===== config.mk =====
export PLATFORM = sky130hd
export DESIGN_NAME = k_vector_loader
export DESIGN_NICKNAME = d
export VERILOG_FILES = /design/src/rtl/k_vector_loader.sv
export SDC_FILE = /design/constraint.sdc
export NUM_CORES = 1
export LEC_CHECK = 0
export ABC_CLOCK_PERIOD_IN_PS = 7500
export CAP_MARGIN = 25
export CORE_UTILIZATION = 51
export CTS_BUF_LIST = sky130_fd_sc_hd__clkbuf_4 sky130_fd_sc_hd__clkbuf_8 sky130_fd_sc_hd__clkbuf_16
export DETAILED_ROUTE_END_ITERATION = 10
export HOLD_SLACK_MARGIN = 0.06
export PLACE_DENSITY = 0.95
export SYNTH_ARGS = -nofsm -noshare
export SYNTH_HDL_FRONTEND = slang
export SYNTH_SLANG_ARGS = --single-unit

===== constraint.sdc =====
create_clock -name clock -period 7.5 [get_ports clock]
set_input_delay 1.5 -clock clock [delete_from_list [all_inputs] [get_ports clock]]
set_output_delay 1.5 -clock clock [all_outputs]
set_load 0.01 [all_outputs]

===== src/rtl/k_vector_loader.sv =====
// K-vector loader: packs narrow memory beats into full K rows and writes each
// row into the KSRAM through its write_enable/sram_ready handshake.
module k_vector_loader #(
    parameter int MAX_SEQ_LENGTH = 64,
    parameter int VEC_ELEMS      = 16,
    parameter int BEAT_ELEMS     = 4,
    parameter int NUM_VECTORS    = MAX_SEQ_LENGTH
) (
    input  logic                             clock,
    input  logic                             reset,
    input  logic                             start,
    input  logic [$clog2(NUM_VECTORS):0]     seq_len,
    input  logic                             mem_valid,
    input  logic [8*BEAT_ELEMS-1:0]          mem_data,
    output logic                             mem_ready,
    output logic                             ksram_write_enable,
    input  logic                             ksram_sram_ready,
    output logic [8*VEC_ELEMS-1:0]           ksram_write_data,
    output logic                             busy,
    output logic                             done,
    output logic [$clog2(NUM_VECTORS):0]     vectors_loaded
);

    localparam int BEATS_PER_VEC = VEC_ELEMS / BEAT_ELEMS;
    localparam int BEAT_BITS     = 8 * BEAT_ELEMS;
    localparam int LEN_W         = $clog2(NUM_VECTORS) + 1;
    localparam int BEAT_W        = (BEATS_PER_VEC > 1) ? $clog2(BEATS_PER_VEC) : 1;
    localparam logic [BEAT_W-1:0] LAST_BEAT = BEAT_W'(BEATS_PER_VEC - 1);

    typedef enum logic [1:0] {
        IDLE = 2'd0,
        LOAD = 2'd1,
        PUSH = 2'd2,
        DONE = 2'd3
    } state_t;

    state_t                 state;
    logic [LEN_W-1:0]       target;
    logic [BEAT_W-1:0]      beat_cnt;
    logic [8*VEC_ELEMS-1:0] pack;

    // Oversized requests saturate at the KSRAM depth instead of wrapping.
    function automatic logic [LEN_W-1:0] clamp_len(input logic [LEN_W-1:0] len);
        if (len > LEN_W'(NUM_VECTORS)) begin
            return LEN_W'(NUM_VECTORS);
        end
        return len;
    endfunction

    assign ksram_write_data = pack;

    always_ff @(posedge clock or posedge reset) begin
        if (reset) begin
            state              <= IDLE;
            target             <= '0;
            beat_cnt           <= '0;
            vectors_loaded     <= '0;
            pack               <= '0;
            mem_ready          <= 1'b0;
            ksram_write_enable <= 1'b0;
            busy               <= 1'b0;
            done               <= 1'b0;
        end else begin
            case (state)
                IDLE: begin
                    if (start) begin
                        target         <= clamp_len(seq_len);
                        vectors_loaded <= '0;
                        beat_cnt       <= '0;
                        busy           <= 1'b1;
                        if (clamp_len(seq_len) == '0) begin
                            state <= DONE;
                            done  <= 1'b1;
                        end else begin
                            state     <= LOAD;
                            mem_ready <= 1'b1;
                        end
                    end
                end
                LOAD: begin
                    if (mem_valid && mem_ready) begin
                        for (int b = 0; b < BEATS_PER_VEC; b++) begin
                            if (beat_cnt == BEAT_W'(b)) begin
                                pack[b*BEAT_BITS +: BEAT_BITS] <= mem_data;
                            end
                        end
                        if (beat_cnt == LAST_BEAT) begin
                            beat_cnt           <= '0;
                            state              <= PUSH;
                            mem_ready          <= 1'b0;
                            ksram_write_enable <= 1'b1;
                        end else begin
                            beat_cnt <= beat_cnt + BEAT_W'(1);
                        end
                    end
                end
                PUSH: begin
                    // Row and enable hold until the KSRAM takes the row.
                    if (ksram_sram_ready) begin
                        vectors_loaded     <= vectors_loaded + LEN_W'(1);
                        ksram_write_enable <= 1'b0;
                        if ((vectors_loaded + LEN_W'(1)) == target) begin
                            state <= DONE;
                            done  <= 1'b1;
                        end else begin
                            state     <= LOAD;
                            mem_ready <= 1'b1;
                        end
                    end
                end
                DONE: begin
                    state <= IDLE;
                    done  <= 1'b0;
                    busy  <= 1'b0;
                end
                default: begin
                    state <= IDLE;
                end
            endcase
        end
    end

endmodule


==> results.md <==
| Quantity | Reported |
|---|---|
| Result of the run | finished, violations left |
| Failing checks | design-rule violations |
| Most used flip-flop cell after synthesis | dfrtp_1 |
| RR Startpoint | state[1] |
| Critical path's slowest cell | nand2_2 |
| Cell variety after synth | 44 |
| Insertion delay of the later-clocked pin in the worst-skew pair | 0.41 ns |
| Max Fanout on Critical Path | 32 |
| Port-buffer cells | 182 |
| List of cells traversed by the critical path | clkdlybuf4s50_1 > and4_1 > nand2_2 > mux2_1 |
| IR drop worst, VDD | 0.2781 mV |
| Number of post-CTS setup repair buffers | 0 |
| Number of flops mapped to enable cells by yosys | 0 |
| Power density normalized to cell area | 435.3 nW/um^2 |
| HPWL reported at the end of detailed placement | 9311 um |
| Number of detailed-routing iterations run before antenna repair | 8 |
| Critical path data arrival time | 3.68 ns |
| Synthesized area per cell | 14.51 sq um |
| Hold Crit Start | ksram_write_data[0] |
| Final Max Slew Viols | 0 |
| Max_cap viols | 0 |
| TritonCTS clock tree | yes |
| Final RePlAce weighted congestion | 0.8512 |
| Leading area contributor after synthesis | dfrtp_1 |
| Critical setup path kind | in2reg |
| Required time of the worst setup path | 7.79 ns |
| Total setup violations reported at the end of the flow | 0 |
| Full die area | 12360 sq um |
| Number of cell rows | 39 |
| Total inserted antenna cells | 0 |
| Total routing resource utilization after global routing | 24.11% |
| Final Cell Area | 8617 sq um |
| Hold Path Cell Cnt | 1 |
| Ratio of routed vias to standard cells | 5.446 |
| Cell depth of the worst flop-to-flop path | 4 |
| CTS Root Cell | clkbuf_16 |
| Sequential fraction of the synthesis area | 61.75% |
| Hold-fix buffers at CTS | 0 |
| Effective utilization at floorplan | 52.78% |
| Class of the worst hold path | reg2reg |
| Remaining number of nets flagged by the antenna check after routing | 0 |
| Flops & latches, synth | 150 |
| Global-route wire length before repair | 22860 um |
| Nets in the synthesized netlist | 468 |
| Main area contributors after synthesis | dfrtp_1 (62%), mux2_2 (23%), mux2_1 (1.5%) |
| Core footprint | 11520 sq um |
| Fin Clk Skew | 0.005316 ns |
| Initial antenna violation count | 0 |
| Die Span X | 111.2 um |
| Highest Clock Rate | 295.4 MHz |
| CTS-repair resized insts | 0 |
| Ys async rst share | 100.0% |
| Number of endpoints with negative hold slack in the final report | 0 |
| Max incr delay on CP | 0.63 ns |
| Clock Sink Count | 150 |
| Via count of the first global-routing pass | 4321 |
| Final net count | 653 |
| Vias | 4139 |
| Startpoint type of the worst setup path | input port |
| Shortest period the worst path allows | 3.386 ns |
| Post-synthesis cell area | 6078 sq um |
| Utilization after layout | 74.83% |
| Floorplan die height | 111.2 um |
| I/O pin total | 183 |
| Placed cell area | 7956 sq um |
| End of the worst hold path | ksram_write_data[0] |
| Share of the synthesized area in the top cell type | 61.75% |
| Filler cells | 700 |
| Sum of buffers and inverters on the critical path | 1 |
| Syn. warnings | 0 |
| Buffers from clock root to sink, at most | 2 |
| RSZ-0062 raised after global routing | no |
| Hold Worst Slack | 0.4898 ns |
| Drt first-iter violations | 215 |
| Gate count of the mapped netlist | 419 |
| Average wire per standard cell | 18.38 um |
| Most numerous cell in the Yosys netlist | dfrtp_1 |
| Period utilization | 45.14% |
| Largest net degree at the start of global routing | 82 |
| Slew Limit Headroom | 36.61% |
| Share of cells above drive strength 1 | 26.58% |
| Actual transition at the worst max-transition pin | 0.9475 ns |
| Reg-to-reg setup timing slack | 5.08 ns |
| Area added between synthesis and finish | 41.77% |
| Setup TNS | 0 ns |
| Clock-pin slew of the registers on the worst-case setup and hold paths | 0.06 ns |
| Grt ovf | 0 |
| Drt total wl | 13970 um |
| # DRC | 28 |
| CTS Buf Count | 17 |
| Leakage power total | 3.815 nW |
| Element type at the critical path end | register |
| Maximum level of the CTS H-tree | 4 |
| CP delay by family, top | simple AND/OR/NAND/NOR gates |
| End of the worst register-to-register path | ksram_write_data[57] |
| Cell types with the highest counts after synthesis | dfrtp_1 (150), mux2_2 (122), nand2_1 (19) |
-- routing by layer --
metal | vias to the layer above | wire length (um) | GRT usage [%] | share of wire, %
met5 | - | 0 | 0 | 0
met4 | 0 | 221 | 9.459 | 1.6
met3 | 21 | 884 | 6.288 | 6.3
met2 | 169 | 7174 | 41.00 | 51
met1 | 2091 | 5688 | 29.36 | 41
li1 | 1858 | - | - | -
-- metrics by stage --
stage	instances	power [W]	setup WS (ns)
finish	760	0.003751	4.114
global route	760	0.003922	4.029
CTS	759	0.003776	4.137
detailed placement	727	0.002860	3.700
global placement	727	0.002777	3.794
floorplan	419	0.002004	1.964
-- flip-flops by register name, indices dropped and copies added, names as in the netlist --
| signal | flops |
|---|---|
| vectors_loaded | 7 |
| mem_ready | 1 |
| beat_cnt | 2 |
| ksram_write_enable | 1 |
| ksram_write_data | 128 |
| state | 2 |
| target | 7 |
| busy | 1 |
| done | 1 |
-- placed cells by master (no fill, tap or decap), types with 4 or more instances in the layout --
cell / netlist / layout
clkbuf_16: 0 / 17
clkdlybuf4s50_1: 0 / 182
nor2_1: 13 / 13
ha_1: 5 / 5
xor2_1: 5 / 5
clkbuf_8: 0 / 6
nand3_1: 5 / 5
a21oi_1: 5 / 5
clkinv_2: 0 / 4
o21ai_0: 17 / 17
nand2_2: 4 / 4
dfrtp_1: 150 / 150
nand2b_1: 9 / 9
mux2_1: 8 / 8
mux2_2: 122 / 122
nand2_1: 19 / 19
inv_1: 5 / 4
-- area by class of cell --
class,count,area (sq um),share of cell area (%)
clock buffer,24,515.5,5.982
tap,143,178.9,2.076
inverter,5,23.77,0.2759
clock inverter,8,117.6,1.365
timing repair buffer,184,1857,21.55
sequential,150,3754,43.56
multi-input combinational,246,2171,25.19
-- cell families after synthesis --
group                    synth area share (%)
flip-flops                              61.75
multiplexers                            24.25
AND/OR/NAND/NOR                         5.414
AO/OA/AOI/OAI                           4.158
buffers and inverters                   2.532
XOR/XNOR                               0.8645
adder cells (fa/ha/maj)                 1.029
-- worst reg2reg max path: cells and delay by family (launching register included) --
kind,cells,cell delay [ns]
simple gates,2,1.09
mux,1,0.57
buf+inv,1,0.18
flops,1,0.46
-- power by group --
| part | leakage (nW) | internal, W | switching, W |
|---|---|---|---|
| clock network | 0.315 | 0.000578 | 0.000317 |
| registers | 1.87 | 0.00118 | 0.000226 |
| logic | 1.63 | 0.000905 | 0.000549 |
| total | 3.82 | 0.00266 | 0.00109 |
-- how the worst max path moves through the flow --
| stage | to | cells past startpoint | startpoint |
|---|---|---|---|
| 2_1_floorplan | beat_cnt[0] | 1 | reset |
| 3_3_place_gp | ksram_write_data[59] | 4 | mem_valid |
| 3_5_place_dp | ksram_write_data[57] | 4 | mem_valid |
| 4_1_cts | ksram_write_data[57] | 4 | mem_valid |
| 5_1_grt | ksram_write_data[57] | 4 | mem_valid |
| 6_report | ksram_write_data[57] | 4 | mem_valid |
(Power assumes the default switching activity.)
